`config.mk`:
```
export PLATFORM = sky130hd
export DESIGN_NAME = pe_array_sched
export DESIGN_NICKNAME = d
export VERILOG_FILES = /design/src/rtl/pe_sched_pkg.sv /design/src/rtl/sched_cnt2d.sv /design/src/rtl/pe_array_sched.sv
export SDC_FILE = /design/constraint.sdc
export NUM_CORES = 1
export LEC_CHECK = 0
export ABC_CLOCK_PERIOD_IN_PS = 8500
export CAP_MARGIN = 0
export CORE_ASPECT_RATIO = 1.4
export CORE_MARGIN = 10
export CORE_UTILIZATION = 58
export CTS_BUF_LIST = sky130_fd_sc_hd__clkbuf_8
export CTS_CLUSTER_DIAMETER = 80
export DETAILED_ROUTE_END_ITERATION = 10
export GPL_TIMING_DRIVEN = 0
export PLACE_DENSITY = 0.83
export SLEW_MARGIN = 15
export SYNTH_ARGS = -nofsm -noshare
export SYNTH_HDL_FRONTEND = slang
export SYNTH_SLANG_ARGS = --single-unit
```
`constraint.sdc`:
```
create_clock -name clk -period 8.5 [get_ports clk]
set_input_delay 1.7 -clock clk [delete_from_list [all_inputs] [get_ports clk]]
set_output_delay 1.7 -clock clk [all_outputs]
set_load 0.02 [all_outputs]
```
`src/rtl/pe_sched_pkg.sv`:
```
// Shared types and helpers for the PE array phase scheduler.
//   state_e  : scheduler phase encoding
//   id_w()   : width of the X-bus destination ID for a given array shape
//   out_len(): output rows produced per column for filter length S, ifmap length W
package pe_sched_pkg;

    typedef enum logic [2:0] {
        StIdle,
        StLdFltr,
        StLdIfmap,
        StCompute,
        StDrain,
        StDone
    } state_e;

    // Diagonal IDs run 0..NUM_ROW+NUM_COL-2; never let the width collapse to zero.
    function automatic int unsigned id_w(input int unsigned num_row, input int unsigned num_col);
        if (num_row + num_col - 1 > 1) begin
            return $clog2(num_row + num_col - 1);
        end
        return 1;
    endfunction

    function automatic int unsigned out_len(input int unsigned s, input int unsigned w);
        return w - s + 1;
    endfunction

endpackage

```
`src/rtl/sched_cnt2d.sv`:
```
// Nested word/row counter. The word count advances on en_i and wraps at
// word_len_i-1, at which point the row count advances; the row count wraps at
// row_len_i-1, so after a full pass the counter is back at (0,0).
//   clk, rst    : clock, async active-high reset
//   clr_i       : synchronous clear to (0,0)
//   en_i        : advance by one word
//   word_len_i  : words per row (>= 1)
//   row_len_i   : rows per pass (>= 1)
//   row_o       : current row index
//   last_o      : current position is the final word of the final row
module sched_cnt2d #(
    parameter int unsigned CNT_W = 8
) (
    input  logic             clk,
    input  logic             rst,
    input  logic             clr_i,
    input  logic             en_i,
    input  logic [CNT_W-1:0] word_len_i,
    input  logic [CNT_W-1:0] row_len_i,
    output logic [CNT_W-1:0] row_o,
    output logic             last_o
);

    logic [CNT_W-1:0] word_q, word_d;
    logic [CNT_W-1:0] row_q, row_d;
    logic             word_last, row_last;

    assign word_last = (word_q == word_len_i - CNT_W'(1));
    assign row_last  = (row_q == row_len_i - CNT_W'(1));

    always_comb begin
        word_d = word_q;
        row_d  = row_q;
        if (clr_i) begin
            word_d = '0;
            row_d  = '0;
        end else if (en_i) begin
            if (word_last) begin
                word_d = '0;
                row_d  = row_last ? '0 : row_q + CNT_W'(1);
            end else begin
                word_d = word_q + CNT_W'(1);
            end
        end
    end

    always_ff @(posedge clk or posedge rst) begin
        if (rst) begin
            word_q <= '0;
            row_q  <= '0;
        end else begin
            word_q <= word_d;
            row_q  <= row_d;
        end
    end

    assign row_o  = row_q;
    assign last_o = word_last && row_last;

endmodule

```
`src/rtl/pe_array_sched.sv`:
```
// Phase scheduler for the row-stationary PE array. On an accepted start it
// streams NUM_ROW filter rows and NUM_ROW+NUM_COL-1 ifmap diagonals from the
// GLB onto the X-buses, enables compute for S*(W-S+1) cycles, drains
// NUM_COL*(W-S+1) psums back to the GLB and pulses done.
//   clk, rst                     : clock, async active-high reset
//   start, cfg_fltr_len (S),
//   cfg_ifmap_len (W)            : pass request and configuration
//   busy, done, cfg_err, flush   : status / control pulses
//   in_valid/in_ready/in_data    : GLB input stream
//   bus_valid/bus_ready/bus_is_fltr/bus_id/bus_data : row X-bus
//   compute_en                   : PE MAC enable
//   psum_valid/psum_ready/psum_data : array psum stream
//   out_valid/out_ready/out_data : GLB psum write stream
module pe_array_sched
    import pe_sched_pkg::*;
#(
    parameter int unsigned DATA_WIDTH = 16,
    parameter int unsigned NUM_ROW    = 3,
    parameter int unsigned NUM_COL    = 3,
    parameter int unsigned CNT_W      = 8,
    localparam int unsigned ID_W      = id_w(NUM_ROW, NUM_COL)
) (
    input  logic                  clk,
    input  logic                  rst,
    input  logic                  start,
    input  logic [CNT_W-1:0]      cfg_fltr_len,
    input  logic [CNT_W-1:0]      cfg_ifmap_len,
    output logic                  busy,
    output logic                  done,
    output logic                  cfg_err,
    output logic                  flush,
    input  logic                  in_valid,
    output logic                  in_ready,
    input  logic [DATA_WIDTH-1:0] in_data,
    output logic                  bus_valid,
    input  logic                  bus_ready,
    output logic                  bus_is_fltr,
    output logic [ID_W-1:0]       bus_id,
    output logic [DATA_WIDTH-1:0] bus_data,
    output logic                  compute_en,
    input  logic                  psum_valid,
    output logic                  psum_ready,
    input  logic [DATA_WIDTH-1:0] psum_data,
    output logic                  out_valid,
    input  logic                  out_ready,
    output logic [DATA_WIDTH-1:0] out_data
);

    localparam logic [CNT_W-1:0] FltrRows  = CNT_W'(NUM_ROW);
    localparam logic [CNT_W-1:0] IfmapDiag = CNT_W'(NUM_ROW + NUM_COL - 1);
    localparam logic [CNT_W-1:0] DrainCols = CNT_W'(NUM_COL);

    state_e             state_q, state_d;
    logic [CNT_W-1:0]   s_q, s_d;
    logic [CNT_W-1:0]   w_q, w_d;
    logic [2*CNT_W-1:0] cmp_q, cmp_d;
    logic               flush_q, flush_d;
    logic               err_q, err_d;

    logic               fltr_st, load_st, drain_st;
    logic               load_xfer, drain_xfer;
    logic               cfg_ok, accept;
    logic [CNT_W-1:0]   ol;
    logic [2*CNT_W-1:0] cmp_total;
    logic [CNT_W-1:0]   load_row, drain_row;
    logic               load_last, drain_last;
    logic               unused_drain_row;

    assign fltr_st    = (state_q == StLdFltr);
    assign load_st    = fltr_st || (state_q == StLdIfmap);
    assign drain_st   = (state_q == StDrain);
    assign load_xfer  = load_st && in_valid && bus_ready;
    assign drain_xfer = drain_st && psum_valid && out_ready;

    assign cfg_ok = (cfg_fltr_len != '0) && (cfg_ifmap_len >= cfg_fltr_len);
    assign accept = (state_q == StIdle) && start && cfg_ok;

    // W >= S >= 1, so W-S+1 lies in 1..W and fits CNT_W bits.
    assign ol        = CNT_W'(out_len(32'(s_q), 32'(w_q)));
    assign cmp_total = {{CNT_W{1'b0}}, s_q} * {{CNT_W{1'b0}}, ol};

    // One counter serves both load phases: it wraps to (0,0) on the final
    // filter word, so the ifmap phase starts clean without an explicit clear.
    sched_cnt2d #(
        .CNT_W(CNT_W)
    ) u_load_cnt (
        .clk        (clk),
        .rst        (rst),
        .clr_i      (accept),
        .en_i       (load_xfer),
        .word_len_i (fltr_st ? s_q : w_q),
        .row_len_i  (fltr_st ? FltrRows : IfmapDiag),
        .row_o      (load_row),
        .last_o     (load_last)
    );

    sched_cnt2d #(
        .CNT_W(CNT_W)
    ) u_drain_cnt (
        .clk        (clk),
        .rst        (rst),
        .clr_i      (accept),
        .en_i       (drain_xfer),
        .word_len_i (ol),
        .row_len_i  (DrainCols),
        .row_o      (drain_row),
        .last_o     (drain_last)
    );

    assign unused_drain_row = ^drain_row;

    always_comb begin
        state_d = state_q;
        s_d     = s_q;
        w_d     = w_q;
        cmp_d   = cmp_q;
        flush_d = 1'b0;
        err_d   = 1'b0;
        unique case (state_q)
            StIdle: begin
                if (start) begin
                    if (cfg_ok) begin
                        s_d     = cfg_fltr_len;
                        w_d     = cfg_ifmap_len;
                        cmp_d   = '0;
                        flush_d = 1'b1;
                        state_d = StLdFltr;
                    end else begin
                        err_d = 1'b1;
                    end
                end
            end
            StLdFltr: begin
                if (load_xfer && load_last) state_d = StLdIfmap;
            end
            StLdIfmap: begin
                if (load_xfer && load_last) state_d = StCompute;
            end
            StCompute: begin
                if (cmp_q == cmp_total - 1'b1) begin
                    cmp_d   = '0;
                    state_d = StDrain;
                end else begin
                    cmp_d = cmp_q + 1'b1;
                end
            end
            StDrain: begin
                if (drain_xfer && drain_last) state_d = StDone;
            end
            StDone: begin
                state_d = StIdle;
            end
            default: begin
                state_d = StIdle;
            end
        endcase
    end

    always_ff @(posedge clk or posedge rst) begin
        if (rst) begin
            state_q <= StIdle;
            s_q     <= '0;
            w_q     <= '0;
            cmp_q   <= '0;
            flush_q <= 1'b0;
            err_q   <= 1'b0;
        end else begin
            state_q <= state_d;
            s_q     <= s_d;
            w_q     <= w_d;
            cmp_q   <= cmp_d;
            flush_q <= flush_d;
            err_q   <= err_d;
        end
    end

    // Streams pass straight through; data is gated so idle buses read zero.
    assign busy        = (state_q != StIdle);
    assign done        = (state_q == StDone);
    assign flush       = flush_q;
    assign cfg_err     = err_q;
    assign bus_valid   = load_st && in_valid;
    assign in_ready    = load_st && bus_ready;
    assign bus_data    = load_st ? in_data : '0;
    assign bus_is_fltr = fltr_st;
    assign bus_id      = load_st ? ID_W'(load_row) : '0;
    assign compute_en  = (state_q == StCompute);
    assign out_valid   = drain_st && psum_valid;
    assign psum_ready  = drain_st && out_ready;
    assign out_data    = drain_st ? psum_data : '0;

endmodule

```
# After elaboration in Yosys (flattened, before gate mapping)
# Index checks and enable logic that the tools add are counted.
# classes
n_addsub	11
mul	1
order_cmp	1
n_eq_ne	16
n_mux	36
reduce_logical	27
# op_table
operator	n
$mux W8	15
$mux W16	5
$add A8 B1 Y8 const B	4
$pmux W16 S2	1
$eq A8 B8 Y1	3
$mux W3	8
$add A16 B1 Y16 const B	1
$eq A16 B16 Y1	1
$mul A8 B8 Y16	1
$sub A16 B1 Y16 const B	1
$sub A8 B1 Y8 const B	2
$pmux W3 S5	1
$logic_and A1 B1 Y1	13
$reduce_bool A2 Y1	5
$add A8 B2 Y8 const B	1
$eq A8 B2 Y1 const B	1
$ge A8 B8 Y1	1
$ne A2 B1 Y1 const B	4
$reduce_bool A8 Y1	1
$sub A8 B8 Y8	1
$eq A3 B2 Y1 const B	2
$eq A3 B3 Y1 const B	2
$mux W1	6
$reduce_and A3 Y1	2
other kinds (8)	10
# word_totals
regBits	69
input_bits	55
word_cells	102

# Depth between registers and ports, before layout
# Gate-level depths: netlist (run 1).
# depth
depth_word	8
depth_mapped	30
ltp_nobuf	28

# Hierarchy
# Synthesis (run 1) repeated with hierarchy kept, for this count alone.
# hier_totals
cells_unflattened	950
hier_area_um2	8115.3
# modules_own_cells
module	instances	cells_each	area_each_um2	seq_area_each_um2
pe_array_sched	1	606	5267.6	925.9
sched_cnt2d	2	172	1423.9	400.4

# Worst setup path after synthesis (run 1)
# No wires, ideal clock.
# synth_timing
path_kind	register to register
start	reg s_q[2]
end	reg cmp_q[2]
arrival_time_ns	7.075
t_required_ns	8.379
path_slack_ns	1.304
stages_incl_launch_ff	28
n_path_buf	4
cell_sequence	dfrtp_1 clkbuf_1 inv_1 ha_1 inv_1 fa_1 nand2b_1 o2bb2ai_1 xnor2_1 clkbuf_1 nand2_1 fa_1 fa_1 fa_1 fa_1 inv_1 ha_1 clkbuf_1 a21oi_1 o21ai_1 a22oi_1 o2111ai_1 or3_1 or4_1 o21ai_2 buf_4 o22ai_1 a22o_1
# synth_via
elab_chain_len	7
# synth_rtl
element	line_no	text
start: declaration	pe_array_sched.sv:54	logic [CNT_W-1:0] s_q, s_d;
start signal: assignment	pe_array_sched.sv:162	s_q <= '0;
start signal: assignment	pe_array_sched.sv:169	s_q <= s_d;
$sub A8 B8 Y8	pe_sched_pkg.sv:25	return w - s + 1;
$add A8 B2 Y8	pe_sched_pkg.sv:25	
$mul A8 B8 Y16 (*)	pe_array_sched.sv:80	assign cmp_total = {{CNT_W{1'b0}}, s_q} * {{CNT_W{1'b0}}, ol};
$sub A16 B1 Y16 (*)	pe_array_sched.sv:140	if (cmp_q == cmp_total - 1'b1) begin
$eq A16 B16 Y1 (*)	pe_array_sched.sv:140	
$mux W16 (*)	pe_array_sched.sv:140	
$pmux W16 S2 (*)	pe_array_sched.sv:119	unique case (state_q)
end signal: assignment	pe_array_sched.sv:171	cmp_q <= cmp_d;
end: declaration	pe_array_sched.sv:56	logic [2*CNT_W-1:0] cmp_q, cmp_d;
# Mark *: on every way between the ends. The rest lies on a longest branch, timed or not.
# A chain may end at the register's enable or synchronous reset.

# Worst setup path after layout (run 1)
# Ends and elaborated chain as after synthesis.

==> impl_metrics.env, run 1 <==
export IMPL_die_w_um=116.5
export IMPL_die_h_um=155.1
export IMPL_ios=100
export IMPL_hp_class="reg2reg"
export IMPL_area_delta_synth_final_pct=18.64
export IMPL_cts_buffers=9
export IMPL_cts_tree="built"
export IMPL_design_area_um2=8967
export IMPL_dpl_cell_area_um2=8763
export IMPL_root_buffer="clkbuf_8"
export IMPL_final_cell_mix="clkdlybuf4s50_1 (99), nand2_1 (94), inv_1 (87), ha_1 (69), dfrtp_1 (69)"
export IMPL_dpl_hpwl_um=16090
export IMPL_yosys_register_bits=69
export IMPL_initialDrtViolationCount=415
export IMPL_timing_max_transition_violations_final=0
export IMPL_syn_nets=1050
export IMPL_routedWlPerCell_um=17.35
export IMPL_dr_pass1_iters=5
export IMPL_avgSynthCellArea_um2=8.550
export IMPL_rsz0062_at_grt="no"
export IMPL_initial_utilization_pct=58.99
export IMPL_crit_type="reg2reg"
export IMPL_clk_pin_slew_worst_paths_ns=0.08
export IMPL_nets=1159
export IMPL_drc=0
export IMPL_skew_ns=0.01088
export IMPL_postCtsHoldBufs=0
export IMPL_finalWorstSetupSlack_ns=0.3509
export IMPL_leakage_uw=0.004120
export IMPL_grt_max_degree=42
export IMPL_gr_total_overflow=0
export IMPL_port_buffers=99
export IMPL_maxCapViolations=0
export IMPL_cts_resized=0
export IMPL_place_gp_congestion=0.9173
export IMPL_period_minus_slack_ns=8.149
export IMPL_diodes=0
export IMPL_grt_pass1_wl_um=32640
export IMPL_totalPowerFinal_uw=656.4
export IMPL_utilization_pct=69.98
export IMPL_syn_inst=884
export IMPL_cts_sinks=69
export IMPL_antenna_found_initial=0
export IMPL_drive_gt1_share_pct=6.713
export IMPL_synth_edf_count=0
export IMPL_syn_area_um2=7558
export IMPL_grt_pass1_vias=6906
export IMPL_critPathRequiredTime_ns=8.75
export IMPL_finalWirelength_um=19970
export IMPL_clkLatencyLatePin_ns=0.37
export IMPL_end_kind="register"
export IMPL_postCtsSetupBuffers=0
export IMPL_critPathArrivalTime_ns=8.40
export IMPL_synth_ff_type="dfrtp_1"
export IMPL_clock_fmax_mhz=122.7
export IMPL_layout_commonest_cell="clkdlybuf4s50_1"
export IMPL_ant_nets=0
export IMPL_cts_buffer_depth=2
export IMPL_max_slew_margin_rel_pct=42.91
export IMPL_viasPerCell=5.966
export IMPL_htreeDepth=3
export IMPL_path_max_fanout=10
export IMPL_synth_seq_area_share_pct=22.84
export IMPL_hold_viol=0
export IMPL_finalCritPeriodShare_pct=95.87
export IMPL_core_um2=12810
export IMPL_final_setup_tns_ns=0
export IMPL_worst_slew_pin_slew_ns=0.8493
export IMPL_yosysUniqueCellTypes=76
export IMPL_std_cell_rows=49
export IMPL_power_density_nw_per_um2=73.20
export IMPL_vias=6867
export IMPL_setup_viol_count_final=0
export IMPL_synth_async_reset_ratio_pct=100.0
export IMPL_pre_cts_ws_ns=0.08952
export IMPL_crit_path_start_kind="register"
export IMPL_synth_warnings=0
export IMPL_ir_worst_vdd_uv=85.88
export IMPL_die_area_um2=18060
export IMPL_grt_usage_pct=22.19
export IMPL_status="completed"
## power by group
part           total, µW  internal [µW]  switching [µW]
combinational       43.1           26.4            16.7
clock                285            137             148
sequential           328            328               0
total                656            491             165
## cells in the mapped netlist (3+ instances only)
cell | count | area share (%)
a211o_1 | 7 | 0.81
a21o_1 | 11 | 1.1
a21oi_1 | 39 | 2.6
a221oi_1 | 3 | 0.35
a22o_1 | 4 | 0.46
a22oi_1 | 4 | 0.40
a31oi_1 | 7 | 0.58
and2_1 | 50 | 4.1
and3_1 | 15 | 1.2
buf_2 | 6 | 0.40
buf_4 | 3 | 0.30
clkbuf_1 | 24 | 1.2
dfrtp_1 | 69 | 23
fa_1 | 42 | 11
ha_1 | 69 | 11
inv_1 | 88 | 4.4
mux2_2 | 13 | 1.9
mux2i_1 | 11 | 1.5
nand2_1 | 94 | 4.7
nand2b_1 | 5 | 0.41
nand3_1 | 31 | 2.1
nand3b_1 | 4 | 0.40
nand4_1 | 7 | 0.58
nor2_1 | 56 | 2.8
nor2b_1 | 12 | 0.99
nor3_1 | 18 | 1.2
nor3b_1 | 4 | 0.40
nor4_1 | 8 | 0.66
o2111ai_1 | 6 | 0.70
o211ai_1 | 4 | 0.40
o21a_1 | 5 | 0.50
o21ai_0 | 35 | 2.3
o22ai_1 | 4 | 0.33
o311ai_0 | 7 | 0.81
o31ai_1 | 3 | 0.30
or2_2 | 8 | 0.66
or3_1 | 11 | 0.91
or4_1 | 7 | 0.70
xnor2_1 | 35 | 4.1
xor2_1 | 13 | 1.5
## flip-flops by register name, indices dropped and copies added (netlist names)
register            cells
cmp_q                  16
s_q                     8
u_drain_cnt.row_o       8
u_drain_cnt.word_q      8
u_load_cnt.row_o        8
u_load_cnt.word_q       8
w_q                     8
state_q                 3
cfg_err                 1
flush                   1
## routing by layer
metal / up-vias / part of all wire (%) / global-route usage [%]
met5: - / 0 / 0
met4: 0 / 3.8 / 11.60
met3: 63 / 4.8 / 3.734
met2: 225 / 53 / 39.38
met1: 3315 / 39 / 24.42
li1: 3264 / - / -
## cell families (layout without fill, tap and decap cells)
| family | after synthesis | after routing | share of synthesized area (%) |
|---|---|---|---|
| muxes | 25 | 25 | 3.543 |
| AOI/OAI and AO/OA | 161 | 161 | 14.22 |
| adders and majority gates | 111 | 111 | 22.55 |
| and+or+nand+nor | 343 | 343 | 23.79 |
| buffers and inverters | 124 | 238 | 6.572 |
| DFF | 69 | 69 | 22.84 |
| xor gates and xnor gates | 51 | 51 | 6.489 |
## worst max-delay path, stage by stage (launching register included)
cell	delay (ns)
dfrtp_1	0.60
inv_1	0.23
ha_1	0.38
inv_1	0.07
fa_1	0.47
nand2b_1	0.20
o2bb2ai_1	0.19
xnor2_1	0.27
clkbuf_2	0.32
nand2_1	0.13
fa_1	0.59
fa_1	0.47
fa_1	0.52
fa_1	0.55
inv_1	0.05
ha_1	0.28
clkbuf_1	0.20
a21oi_1	0.22
o21ai_1	0.15
a22oi_1	0.22
o2111ai_1	0.11
or3_1	0.31
or4_1	0.59
o21ai_2	0.34
buf_4	0.26
o22ai_1	0.10
a22o_1	0.21
## area by class of cell
class	instances	area [µm²]
plain buffers	32	147.6
clock buffers	9	123.9
clock inverters	7	73.82
fillers	1028	3846
inverters	90	345.3
multi-input cells	691	5348
flip-flops and latches	69	1727
well taps	153	191.4
repair buffers	100	1011
## metrics by stage
stage | hold slack [ns] | std cells
after floorplan | 0.5071 | 884
after global routing | 0.5957 | 1151
final | 0.5548 | 1151
after global placement | 0.5384 | 1136
after CTS | 0.5579 | 1153
after detailed placement | 0.5472 | 1137
## path summary, 6_finish.rpt
check,cells past startpoint,start,slack [ns],end
max,26,s_q[2],0.35,cmp_q[2]
min,2,u_drain_cnt.row_o[7],0.55,u_drain_cnt.row_o[7]
max reg2reg,26,s_q[2],0.35,cmp_q[2]
min reg2reg,2,u_drain_cnt.row_o[7],0.55,u_drain_cnt.row_o[7]
max in group asynchronous,3,rst,6.25,u_load_cnt.word_q[4]
min in group asynchronous,2,rst,1.68,cfg_err
Note: power is estimated with default switching activity, not from simulation.
==> run 2, diff against run 1 <==
--- a/config.mk
+++ b/config.mk
@@ -9,13 +9,15 @@
 export CAP_MARGIN = 0
 export CORE_ASPECT_RATIO = 1.4
 export CORE_MARGIN = 10
-export CORE_UTILIZATION = 58
+export CORE_UTILIZATION = 59
 export CTS_BUF_LIST = sky130_fd_sc_hd__clkbuf_8
 export CTS_CLUSTER_DIAMETER = 80
 export DETAILED_ROUTE_END_ITERATION = 10
 export GPL_TIMING_DRIVEN = 0
-export PLACE_DENSITY = 0.83
+export HOLD_SLACK_MARGIN = 0.1
+export PLACE_DENSITY = 0.84
 export SLEW_MARGIN = 15
 export SYNTH_ARGS = -nofsm -noshare
 export SYNTH_HDL_FRONTEND = slang
+export SYNTH_HIERARCHICAL = 1
 export SYNTH_SLANG_ARGS = --single-unit
==> impl_metrics.env, run 2 <==
export IMPL_status="completed"
export IMPL_hold_viol=0
export IMPL_critPathRequiredTime_ns=8.74
export IMPL_postCtsHoldBufs=0
export IMPL_core_um2=13450
export IMPL_viasPerCell=5.660
export IMPL_initial_utilization_pct=60.33
export IMPL_place_gp_congestion=0.9173
export IMPL_reg2reg_depth=27
export IMPL_synth_top_cell_by_area="dfrtp_1"
export IMPL_drc=0
export IMPL_hp_class="reg2reg"
export IMPL_ant_nets=0
export IMPL_wl_met1_um=7677
export IMPL_ios=100
export IMPL_die_w_um=119.1
export IMPL_cts_buffer_depth=2
export IMPL_syn_inst=950
export IMPL_worst_slew_pin_slew_ns=1.210
export IMPL_timing_rr_start="s_q[0]"
export IMPL_setup_viol_count_final=0
export IMPL_synthTopCellsByArea="dfrtp_1 (21%), ha_1 (11%), fa_1 (10%)"
export IMPL_layout_commonest_cell="inv_1"
export IMPL_drive_gt1_share_pct=6.859
export IMPL_die_h_um=158.8
export IMPL_grt_max_degree=21
export IMPL_synthMostInstantiatedCell="inv_1"
export IMPL_cts_resized=0
export IMPL_std_cell_rows=50
export IMPL_nFillCells=1036
export IMPL_clk_pin_slew_worst_paths_ns=0.08
export IMPL_met2WireLength_um=10850
export IMPL_synth_warnings=6
export IMPL_largest_register_ffs=16
export IMPL_routedWlPerCell_um=15.63
export IMPL_gr_total_overflow=0
export IMPL_rsz0062_at_grt="no"
export IMPL_top_layer="met4"
export IMPL_initialDrtViolationCount=340
export IMPL_worstHoldEndpoint="w_q[1]"
export IMPL_dpl_hpwl_um=16100
export IMPL_grt_pass1_wl_um=34770
export IMPL_worst_r2r_setup_slack_ns=0.80
export IMPL_skew_ns=0.01786
export IMPL_diodes=0
export IMPL_crit_path_start_kind="register"
export IMPL_synth_top_area_share_pct=21.28
export IMPL_timing_max_transition_violations_final=0
export IMPL_hold_path_startpoint="w_q[1]"
export IMPL_dr_pass1_iters=8
export IMPL_synth_edf_count=0
export IMPL_nets=1270
export IMPL_avgSynthCellArea_um2=8.542
export IMPL_vias=7302
export IMPL_period_minus_slack_ns=7.705
export IMPL_end_kind="register"
export IMPL_grt_pass1_vias=7527
export IMPL_clock_fmax_mhz=129.8
export IMPL_max_slew_margin_rel_pct=19.04
export IMPL_holdPathStages=1
export IMPL_cts_buffers=9
export IMPL_final_setup_tns_ns=0
export IMPL_synth_commonest_cells="inv_1 (102), nand2_1 (78), and2_1 (73)"
export IMPL_rr_endpoint="cmp_q[15]"
export IMPL_die_area_um2=18910
export IMPL_critPathArrivalTime_ns=7.94
export IMPL_finalWirelength_um=20170
export IMPL_area_delta_synth_final_pct=19.87
export IMPL_largest_register="cmp_q"
export IMPL_seq_area_um2=1727
export IMPL_multiInputGateArea_um2=6005
export IMPL_dp_cells=1274
export IMPL_dr_wl_met3_um=950
export IMPL_postCtsSetupBuffers=0
export IMPL_yosys_register_bits=69
export IMPL_antenna_found_initial=0
export IMPL_yosysUniqueCellTypes=64
export IMPL_crit_type="reg2reg"
export IMPL_syn_area_um2=8115
export IMPL_cts_tree="built"
export IMPL_final_cell_mix="inv_1 (102), clkdlybuf4s50_1 (99), nand2_1 (78), and2_1 (73), ha_1 (70)"
export IMPL_finalCritPeriodShare_pct=90.64
export IMPL_clkLatencyLatePin_ns=0.36
export IMPL_maxCapViolations=0
export IMPL_htreeDepth=3
export IMPL_port_buffers=99
export IMPL_cts_sinks=69
export IMPL_instances_no_fill=1290
export IMPL_grt_usage_pct=21.48
export IMPL_synth_seq_area_share_pct=21.28
export IMPL_synth_async_reset_ratio_pct=100.0
export IMPL_path_max_fanout=10
export IMPL_synth_ff_type="dfrtp_1"
export IMPL_root_buffer="clkbuf_8"
-- run 2: cell count changes after synthesis, moves of 12 or more --
cell     change
nor3_1      +13
nor2_1      -26
inv_1       +14
xor2_1      +29
and2_1      +23
o21a_1      +12
nand2_1     -16
-- run 2: per-layer routing --
layer,up-vias,GRT usage [%]
li1,3530,-
met1,3541,23.66
met2,201,39.47
met3,30,3.438
met4,0,8.797
met5,-,0
-- run 2: cells by family after synthesis --
family | Yosys count | share of synthesized area [%]
flops | 69 | 21.28
buf+inv | 140 | 6.768
fa+ha+maj | 112 | 21.15
mux | 16 | 2.220
compound gates | 153 | 13.32
other cells | 2 | 0.09254
xor+xnor | 85 | 9.174
simple gates | 373 | 25.99
-- run 2: how the worst max path moves through the flow --
stage,from,endpoint,slack [ns]
2_1_floorplan,s_q[2],cmp_q[8],1.78
3_3_place_gp,s_q[2],cmp_q[15],1.03
3_5_place_dp,s_q[2],cmp_q[15],0.90
4_1_cts,s_q[2],cmp_q[15],0.88
5_1_grt,s_q[0],cmp_q[15],0.31
6_report,s_q[0],cmp_q[15],0.80
-- run 2: final cells by class --
cell class	instances	area share [%]
clock inverters	6	0.6559
plain buffers	38	1.711
repair buffers	100	10.47
multi-input cells	783	61.72
well taps	182	2.341
clock buffers	10	1.415
inverters	102	3.936
flip-flops and latches	69	17.75
-- run 2: per-stage QoR --
step | area, µm² | hold WS, ns | utilization (%) | setup slack (ns)
after global routing | 9728 | 0.5522 | 72.33 | 0.3060
after CTS | 9721 | 0.5156 | 72.27 | 0.8799
final | 9728 | 0.5128 | 72.33 | 0.7954
after global placement | 9492 | 0.4921 | 70.57 | 1.034
after floorplan | 8273 | 0.4794 | - | 1.779
after detailed placement | 9519 | 0.4969 | 70.77 | 0.8964
-- run 2: critical path, stage by stage, from the launching register on --
cell and delay (ns):
dfrtp_1 0.35, clkbuf_1 0.37, inv_1 0.10, ha_1 0.23, ha_1 0.21, fa_1 0.42, a21oi_1 0.22, nor2_1 0.06
nor2_1 0.17, xnor2_1 0.49, nand2_1 0.19, fa_1 0.60, fa_1 0.44, fa_1 0.52, fa_1 0.54, inv_1 0.05
ha_1 0.27, buf_2 0.18, a21oi_2 0.27, o211ai_1 0.13, nor3_1 0.15, nand4_1 0.13, or4_4 0.55, nor4_4 0.41
nor2b_2 0.08, buf_6 0.15, buf_6 0.14, o21a_1 0.17
Power of run 2 is not shown: default switching activity piles up to over one toggle a cycle in this logic, so the estimate is an artifact.
==> run 3, diff against run 2 <==
--- a/config.mk
+++ b/config.mk
@@ -7,7 +7,7 @@
 export LEC_CHECK = 0
 export ABC_CLOCK_PERIOD_IN_PS = 8500
 export CAP_MARGIN = 0
-export CORE_ASPECT_RATIO = 1.4
+export CORE_ASPECT_RATIO = 2
 export CORE_MARGIN = 10
 export CORE_UTILIZATION = 59
 export CTS_BUF_LIST = sky130_fd_sc_hd__clkbuf_8
==> impl_metrics.env, run 3 (synthesized netlist as in run 2, its figures left out) <==
export IMPL_worst_slew_pin_slew_ns=1.230
export IMPL_area_delta_synth_final_pct=19.70
export IMPL_finalWorstSetupSlack_ns=0.6037
export IMPL_seq_area_um2=1727
export IMPL_dpl_hpwl_um=17310
export IMPL_end_kind="register"
export IMPL_grt_max_degree=21
export IMPL_reg2reg_depth=26
export IMPL_finalWirelength_um=21260
export IMPL_grt_usage_pct=23.15
export IMPL_core_um2=13510
export IMPL_hold_viol=0
export IMPL_max_slew_margin_rel_pct=17.44
export IMPL_rr_endpoint="cmp_q[9]"
export IMPL_critPathRequiredTime_ns=8.76
export IMPL_layout_commonest_cell="inv_1"
export IMPL_crit_type="reg2reg"
export IMPL_grt_pass1_wl_um=35680
export IMPL_rsz0062_at_grt="no"
export IMPL_startpoint="s_q[4]"
export IMPL_final_setup_tns_ns=0
export IMPL_status="completed"
export IMPL_crit_end="cmp_q[9]"
export IMPL_pre_cts_ws_ns=0.8022
export IMPL_initial_utilization_pct=60.06
export IMPL_routedWlPerCell_um=16.83
export IMPL_nets=1270
export IMPL_timing_max_transition_violations_final=0
export IMPL_die_h_um=185.9
export IMPL_cpMaxStageDelayCell="xnor2_1"
export IMPL_ant_nets=0
export IMPL_finalCritPeriodShare_pct=92.90
export IMPL_drive_gt1_share_pct=6.949
export IMPL_initialDrtViolationCount=277
export IMPL_setup_viol_count_final=0
export IMPL_instances_no_fill=1263
export IMPL_path_max_fanout=10
export IMPL_holdPathStages=1
export IMPL_nFillCells=1075
export IMPL_die_area_um2=19130
export IMPL_multiInputGateArea_um2=6005
export IMPL_cts_resized=0
export IMPL_largest_register="cmp_q"
export IMPL_postCtsHoldBufs=0
export IMPL_place_gp_congestion=0.9833
export IMPL_critPathArrivalTime_ns=8.16
export IMPL_die_w_um=102.9
export IMPL_period_minus_slack_ns=7.896
export IMPL_clk_pin_slew_worst_paths_ns=0.08
export IMPL_hp_class="reg2reg"
export IMPL_clkLatencyLatePin_ns=0.37
export IMPL_root_buffer="clkbuf_8"
export IMPL_viasPerCell=5.763
export IMPL_diodes=0
export IMPL_dp_cells=1247
export IMPL_skew_ns=0.01088
export IMPL_drc=0
export IMPL_grt_pass1_vias=7674
export IMPL_cts_sinks=69
export IMPL_worst_r2r_setup_slack_ns=0.60
export IMPL_cts_tree="built"
export IMPL_ios=100
export IMPL_std_cell_rows=60
export IMPL_cts_buffer_depth=2
export IMPL_utilization_pct=71.89
export IMPL_port_buffers=99
export IMPL_largest_register_ffs=16
export IMPL_gr_total_overflow=0
export IMPL_final_cell_mix="inv_1 (101), clkdlybuf4s50_1 (99), nand2_1 (78), and2_1 (73), ha_1 (70)"
export IMPL_htreeDepth=3
export IMPL_cp_slowest_stage_delay_ns=0.94
export IMPL_timing_rr_start="s_q[4]"
export IMPL_clock_fmax_mhz=126.6
export IMPL_dr_pass1_iters=5
export IMPL_maxCapViolations=0
export IMPL_postCtsSetupBuffers=0
export IMPL_vias=7279
export IMPL_cts_buffers=9
export IMPL_path_common_cell="fa_1"
export IMPL_antenna_found_initial=0
export IMPL_crit_path_start_kind="register"
==> run 3: cell type report <==
cell class / instances / area share [%]
Clock inverter: 7 / 1.005
Buffer: 38 / 1.713
Multi-Input combinational cell: 783 / 61.81
Clock buffer: 9 / 1.275
Timing Repair Buffer: 100 / 10.48
Tap cell: 155 / 1.996
Sequential cell: 69 / 17.77
Inverter: 102 / 3.941
==> run 3: metal layers <==
layer / track usage (%) / part of all wire [%] / vias to the layer above
met5: 0 / 0 / -
met4: 14.05 / 5.3 / 0
met3: 3.232 / 3.6 / 72
met2: 43.82 / 57 / 191
met1: 22.39 / 34 / 3495
li1: - / - / 3521
==> run 3: stage by stage <==
step	cell area, µm²	hold slack, ns
floorplan	8273	0.4794
global placement	9458	0.4912
detailed placement	9485	0.5020
CTS	9707	0.5252
global route	9714	0.5431
finish	9714	0.5250
==> run 3: worst max-delay path, delay by kind of cell, from the launching register on <==
| kind | cells | cell delay [ns] |
|---|---|---|
| adder cells (fa/ha/maj) | 7 | 3.08 |
| AND/OR/NAND/NOR | 8 | 1.73 |
| flip-flops | 1 | 0.36 |
| buffers and inverters | 7 | 1.11 |
| XOR/XNOR | 1 | 0.94 |
| AO/OA/AOI/OAI | 3 | 0.58 |
==> run 3: how the worst min path moves through the flow <==
stage	start	endpoint
final	w_q[1]	w_q[1]
after global routing	w_q[1]	w_q[1]
after CTS	w_q[1]	w_q[1]
after detailed placement	w_q[1]	w_q[1]
after global placement	w_q[1]	w_q[1]
after floorplan	w_q[1]	w_q[1]
Power of run 3 is left out for the same reason.
